### src/rtl/dial_pkg.sv
// dial_pkg: shared definitions for the dial-rotation engine
// (FSM states, result-select codes, direction bit values).
package dial_pkg;

  typedef enum logic [1:0] {
    ST_IDLE  = 2'd0,
    ST_DIV   = 2'd1,
    ST_APPLY = 2'd2
  } state_e;

  localparam logic [1:0] SEL_POS    = 2'd0;
  localparam logic [1:0] SEL_HITS   = 2'd1;
  localparam logic [1:0] SEL_PASSES = 2'd2;
  localparam logic [1:0] SEL_ROTS   = 2'd3;

  localparam logic DIR_RIGHT = 1'b0;
  localparam logic DIR_LEFT  = 1'b1;

endpackage

### src/rtl/dial_divider.sv
// dial_divider: MAG_W-cycle restoring divider of a magnitude by the
// constant DIAL_SIZE. Loads on start, performs one quotient bit per
// cycle, and raises done during the cycle of the final step.
// The quotient register exists only when DIAL_PASS_COUNT_EN is defined.
module dial_divider #(
  parameter int MAG_W     = 16,
  parameter int DIAL_SIZE = 100,
  parameter int REM_W     = $clog2(DIAL_SIZE)
) (
  input  logic               clk,
  input  logic               rst,
  input  logic               start,
  input  logic               abort,
  input  logic [MAG_W-1:0]   dividend,
`ifdef DIAL_PASS_COUNT_EN
  output logic [MAG_W-1:0]   quotient,
`endif
  output logic [REM_W-1:0]   remainder,
  output logic               done
);

  localparam int CW = $clog2(MAG_W + 1);
  localparam logic [REM_W:0]  DIV_K = (REM_W+1)'(DIAL_SIZE);
  localparam logic [CW-1:0]   LAST  = CW'(MAG_W - 1);

  logic              busy;
  logic [CW-1:0]     cnt;
  logic [MAG_W-1:0]  dvd;
  logic [REM_W-1:0]  rem_q;
  logic [REM_W:0]    trial;
  logic              ge;
  logic [REM_W-1:0]  rem_step;

  assign trial    = {rem_q, dvd[MAG_W-1]};
  assign ge       = (trial >= DIV_K);
  assign rem_step = ge ? REM_W'(trial - DIV_K) : trial[REM_W-1:0];
  assign done     = busy && (cnt == LAST);
  assign remainder = rem_q;

  // Step sequencing: busy/counter; abort drops an in-flight divide
  always_ff @(posedge clk or negedge rst) begin
    if (!rst) begin
      busy <= 1'b0;
      cnt  <= '0;
    end else if (abort) begin
      busy <= 1'b0;
    end else if (start) begin
      busy <= 1'b1;
      cnt  <= '0;
    end else if (busy) begin
      cnt <= cnt + CW'(1);
      if (done) busy <= 1'b0;
    end
  end

  // Datapath: shift dividend out MSB-first, restore-subtract into remainder
  always_ff @(posedge clk) begin
    if (start) begin
      dvd   <= dividend;
      rem_q <= '0;
    end else if (busy) begin
      dvd   <= dvd << 1;
      rem_q <= rem_step;
    end
  end

`ifdef DIAL_PASS_COUNT_EN
  // Quotient accumulation: one full-turn bit per step
  always_ff @(posedge clk) begin
    if (start)     quotient <= '0;
    else if (busy) quotient <= (quotient << 1) | MAG_W'(ge);
  end
`endif

endmodule

### src/rtl/dial_coprocessor.sv
// dial_coprocessor: dial-rotation engine. Accepts signed rotation
// commands, divides the magnitude by DIAL_SIZE, applies the remainder
// modulo DIAL_SIZE and updates landed-on-zero / passed-zero counters.
// Optional feature macro: DIAL_PASS_COUNT_EN (zero_passes counter).
module dial_coprocessor
  import dial_pkg::*;
#(
  parameter int MAG_W     = 16,
  parameter int DIAL_SIZE = 100,
  parameter int START_POS = 50,
  parameter int COUNT_W   = 32
) (
  input  logic               clk,
  input  logic               rst,
  input  logic [MAG_W:0]     din,
  input  logic               din_valid,
  output logic               din_ready,
  input  logic               clear,
  input  logic [1:0]         sel,
  output logic [COUNT_W-1:0] dout,
  output logic               dout_valid
);

  localparam int PW = $clog2(DIAL_SIZE);
  localparam logic [PW:0]   DIAL_K  = (PW+1)'(DIAL_SIZE);
  localparam logic [PW-1:0] START_K = PW'(START_POS);

  state_e              state_q, state_d;
  logic                start, apply;
  logic                dir_q;
  logic                div_done;
  logic [PW-1:0]       rem;
  logic [PW:0]         sum;
  logic [PW-1:0]       pos_q, pos_d, pos_new;
  logic [COUNT_W-1:0]  hits_q, hits_d, rots_q, rots_d, dout_d;
`ifdef DIAL_PASS_COUNT_EN
  logic [MAG_W-1:0]    quo;
  logic                cross;
  logic [COUNT_W-1:0]  passes_q, passes_d;
`endif

  dial_divider #(
    .MAG_W     (MAG_W),
    .DIAL_SIZE (DIAL_SIZE),
    .REM_W     (PW)
  ) u_div (
    .clk       (clk),
    .rst       (rst),
    .start     (start),
    .abort     (clear),
    .dividend  (din[MAG_W-1:0]),
`ifdef DIAL_PASS_COUNT_EN
    .quotient  (quo),
`endif
    .remainder (rem),
    .done      (div_done)
  );

  // FSM state register
  always_ff @(posedge clk or negedge rst) begin
    if (!rst) state_q <= ST_IDLE;
    else      state_q <= state_d;
  end

  // FSM next state and control strobes; clear overrides everything
  always_comb begin
    state_d   = state_q;
    din_ready = 1'b0;
    start     = 1'b0;
    apply     = 1'b0;
    case (state_q)
      ST_IDLE: begin
        din_ready = 1'b1;
        if (din_valid && !clear) begin
          start   = 1'b1;
          state_d = ST_DIV;
        end
      end
      ST_DIV:   if (div_done) state_d = ST_APPLY;
      ST_APPLY: begin
        apply   = 1'b1;
        state_d = ST_IDLE;
      end
      default:  state_d = ST_IDLE;
    endcase
    if (clear) begin
      state_d = ST_IDLE;
      apply   = 1'b0;
    end
  end

  // Direction is held for the whole command
  always_ff @(posedge clk) begin
    if (start) dir_q <= din[MAG_W];
  end

  assign sum = {1'b0, pos_q} + {1'b0, rem};

  // New position from the sub-turn remainder
  always_comb begin
    pos_new = pos_q;
    if (dir_q == DIR_RIGHT) begin
      if (sum >= DIAL_K) pos_new = PW'(sum - DIAL_K);
      else               pos_new = sum[PW-1:0];
    end else if (rem == '0) begin
      pos_new = pos_q;
    end else if (rem < pos_q) begin
      pos_new = pos_q - rem;
    end else if (rem == pos_q) begin
      pos_new = '0;
    end else begin
      pos_new = PW'({1'b0, pos_q} + DIAL_K - {1'b0, rem});
    end
  end

`ifdef DIAL_PASS_COUNT_EN
  // Partial-turn crossing: a left move only crosses if it did not start on zero
  always_comb begin
    if (dir_q == DIR_RIGHT) cross = (sum >= DIAL_K);
    else                    cross = (pos_q != '0) && (rem >= pos_q);
  end
`endif

  // Next values of position and counters (clear wins over apply)
  always_comb begin
    pos_d  = pos_q;
    hits_d = hits_q;
    rots_d = rots_q;
`ifdef DIAL_PASS_COUNT_EN
    passes_d = passes_q;
`endif
    if (clear) begin
      pos_d  = START_K;
      hits_d = '0;
      rots_d = '0;
`ifdef DIAL_PASS_COUNT_EN
      passes_d = '0;
`endif
    end else if (apply) begin
      pos_d  = pos_new;
      hits_d = hits_q + COUNT_W'(pos_new == '0);
      rots_d = rots_q + COUNT_W'(1);
`ifdef DIAL_PASS_COUNT_EN
      passes_d = passes_q + COUNT_W'(quo) + COUNT_W'(cross);
`endif
    end
  end

  // Result mux over next values so dout reflects the update with dout_valid
  always_comb begin
    dout_d = '0;
    case (sel)
      SEL_POS:    dout_d = COUNT_W'(pos_d);
      SEL_HITS:   dout_d = hits_d;
`ifdef DIAL_PASS_COUNT_EN
      SEL_PASSES: dout_d = passes_d;
`else
      SEL_PASSES: dout_d = '0;
`endif
      SEL_ROTS:   dout_d = rots_d;
      default:    dout_d = '0;
    endcase
  end

  // Architectural state and registered outputs
  always_ff @(posedge clk or negedge rst) begin
    if (!rst) begin
      pos_q      <= START_K;
      hits_q     <= '0;
      rots_q     <= '0;
`ifdef DIAL_PASS_COUNT_EN
      passes_q   <= '0;
`endif
      dout       <= '0;
      dout_valid <= 1'b0;
    end else begin
      pos_q      <= pos_d;
      hits_q     <= hits_d;
      rots_q     <= rots_d;
`ifdef DIAL_PASS_COUNT_EN
      passes_q   <= passes_d;
`endif
      dout       <= dout_d;
      dout_valid <= apply;
    end
  end

endmodule

### config.mk
export PLATFORM = sky130hd
export DESIGN_NAME = dial_coprocessor
export DESIGN_NICKNAME = d
export VERILOG_FILES = /design/src/rtl/dial_pkg.sv /design/src/rtl/dial_divider.sv /design/src/rtl/dial_coprocessor.sv
export SDC_FILE = /design/constraint.sdc
export NUM_CORES = 1
export LEC_CHECK = 0
export ABC_AREA = 1
export CAP_MARGIN = 20
export CORE_MARGIN = 3
export CORE_UTILIZATION = 55
export DETAILED_ROUTE_END_ITERATION = 10
export HOLD_SLACK_MARGIN = 0.06
export PLACE_DENSITY = 0.87
export SLEW_MARGIN = 20
export SYNTH_ARGS = -nofsm -noshare
export SYNTH_HDL_FRONTEND = slang
export SYNTH_SLANG_ARGS = --single-unit
### constraint.sdc
create_clock -name clk -period 4.46 [get_ports clk]
set_input_delay 0.446 -clock clk [delete_from_list [all_inputs] [get_ports clk]]
set_output_delay 0.446 -clock clk [all_outputs]
set_load 0.01 [all_outputs]
==> impl_metrics.ini <==
[floorplanning]
fp.dieH_um = 127
dieArea_um2 = 16100
rows = 43
initial_core_util = 0.571
fp.dieW_um = 127
pin_count = 57
core_um2 = 14100

[synthesis]
ys_seq_elements = 136
synth_flop_cell = dfrtp_1
synth.most_common_cell = nand2_1
synth_cell_types = 56
synth-seq-area-share = 0.430
syn-num-nets = 1087
synth_edf_count = 17
post-synth-top-area-cell = dfrtp_1
synth_warnings = 0
syn-cell-area_um2 = 8050
synthTopCellsByArea = dfrtp_1 34%, nand2_1 13%, inv_1 6.8%, edfxtp_1 6.3%, nand3_1 4.8%
netlist_top_cells_count = 268 x nand2_1, 146 x inv_1, 109 x dfrtp_1, 92 x nor2_1, 77 x nand3_1
synth_top_cell_area_share = 0.339
syn_area_per_cell_um2 = 7.83
ys_async_sr_fraction = 0.824
syn_inst = 1028

[critical_path]
rr_worst_depth = 29
crit_slowest_cell = dfrtp_2
setup.worst_path.end = dout[24]$_DFF_PN0_
reg2reg_slack_ns = 0.15
worst_r2r_startpoint = pos_q[0]$_DFF_PN0_
cp-startpoint = pos_q[0]$_DFF_PN0_
crit_type = flip-flop to flip-flop
path_max_fanout = 4
r2r_end = dout[24]$_DFF_PN0_
crit_path_max_incr_delay_ns = 0.44
crit_required_ns = 4.78
crit_arrival_ns = 4.62
cp-end-kind = flip-flop
startpoint_type = flip-flop

[timing]
finalCritPeriodShare = 0.966
hold_violations = 0
clock.fmax_mhz = 232
fin_skew_ns = 0.00808
worst_pin_slew_ns = 0.903
hold_slack_ns = 0.152
finalSetupViolCount = 0
drv_slew = 0
fin_crit_ns = 4.31
relSlewSlack = 0.398

[global_routing]
grt.total_usage = 0.260
grt_max_degree = 74
grt_pass1_vias = 6750
overflow = 0
antenna_found_initial = 0
grt_pass1_wl_um = 33400

[clocking]
cts_tree = done
htree_num_levels = 4
clk_pin_slew_ns = 0.06
cts.path.max_buffers = 2
cts_hold_buf = 0
cts_buffers = 17
cts_sinks = 136
clock_latency_ns = 0.43
clockRootBuffer = clkbuf_16

[layout]
area_delta_synth_final_pct = 19.5
multi_input_area_um2 = 4100
drive_above_1_share = 0.118
regArea_um2 = 3460
diodes = 0
nets = 1161
finalNonFillerCells = 1295
fillCellCount = 1076

[job]
maxCapViolations = 0

[placement]
io_buffers = 56
dp_hpwl_um = 14400
dp.cells = 1253
routabilityCongestion = 0.990

[pwr]
vdd_drop_max_uv = 249
power_density_nw_per_um2 = 342
leakagePower_uw = 0.00452

[routing]
first_pass_iters = 6
vias = 7331
routedWlPerCell_um = 16.2
avgViaCountPerCell = 5.66
drc = 0
routed_wl_um = 21000
drtIter0Drc = 770
detail-route-antenna-nets = 0

[hold_path]
hp-class = input pin to asynchronous set/reset pin

[status]
outcome = completed
==> kinds of logic after synthesis <==
group,Yosys count,share of synthesized area
flip-flops,136,0.430
adder cells (fa/ha/maj),36,0.0616
AO/OA/AOI/OAI,115,0.0894
buffers and inverters,174,0.0832
AND/OR/NAND/NOR,536,0.302
XOR/XNOR,30,0.0327
multiplexers,1,0.00124
==> metrics by stage <==
step / setup slack [ns] / area [um^2] / util / TNS (ns) / total power, uW
after global placement: 0.165 / 8810 / 0.625 / 0 / 1890
after detailed placement: -0.0373 / 8810 / 0.625 / -0.0772 / 1910
after global routing: -0.136 / 9610 / 0.682 / -0.253 / 3430
final: 0.152 / 9610 / 0.682 / 0 / 3290
after CTS: 0.0274 / 9400 / 0.667 / 0 / 3230
after floorplan: 0.518 / 8050 / - / 0 / 1730
==> worst min-delay path by stage <==
stage	to
floorplan	dout[0]$_DFF_PN0_
global placement	u_div.cnt[2]$_DFFE_PN0P_
detailed placement	u_div.cnt[2]$_DFFE_PN0P_
CTS	rots_q[10]$_DFF_PN0_
global route	rots_q[10]$_DFF_PN0_
finish	rots_q[10]$_DFF_PN0_
==> layer usage <==
| metal | share of wire | wire length (um) | global-route usage | up-vias |
|---|---|---|---|---|
| met2 | 0.47 | 9790 | 0.401 | 350 |
| met3 | 0.081 | 1690 | 0.0505 | 60 |
| met4 | 0.024 | 514 | 0.0921 | 0 |
| met1 | 0.43 | 9020 | 0.370 | 3444 |
| li1 | - | - | - | 3477 |
| met5 | 0 | 0 | 0 | - |
==> placed cells by master (no fill, tap or decap), drive strengths merged, types with 5 or more instances in the layout <==
cell type and instances:
nand2 274, nand4 18, o22ai 5, edfxtp 17, clkdlybuf4s50 55, and2 8, nand3 81, xnor2 5
dfrtp 109, a21oi 44, or2 7, inv 152, nor3 29, o21ai 29, fa 6, a22o 20
dfxtp 7, buf 21, ha 30, clkbuf 28, xor2 25, nor2 106
==> power breakdown <==
part	leakage [uW]	internal [uW]	switching [uW]	total, uW
combinational	0.00249	234	399	633
clock	0.000263	809	503	1310
sequential	0.00176	1310	29.4	1340
total	0.00452	2360	932	3290
==> registers in the layout, summed over array words and instances (netlist names) <==
register         cells
u_div.busy           1
dir_q                1
dout                32
rots_q              32
u_div.cnt            5
pos_q                7
u_div.remainder      7
u_div.dvd           16
hits_q              32
state_q              2
dout_valid           1
==> layout make-up <==
class	instances	share of cell area
flip-flops and latches	136	0.360
multi-input cells	718	0.426
repair buffers	76	0.0737
clock inverters	4	0.00495
clock buffers	28	0.0517
well taps	180	0.0234
inverters	153	0.0600
==> what timing repair did <==
item,in CTS,in global routing
gates resized for setup,7,37
endpoints found under the setup margin,12,43
buffers inserted,1,9
pin swaps,1,12
==> worst max-delay path: cells and delay by family (launching register included) <==
family,cells,cell delay [ns]
buffers and inverters,4,0.37
adders and majority gates,5,1.19
AOI/OAI and AO/OA,1,0.15
and+or+nand+nor,18,1.86
xor gates and xnor gates,1,0.16
DFF,1,0.44
Power figures use the tool's default switching activity.
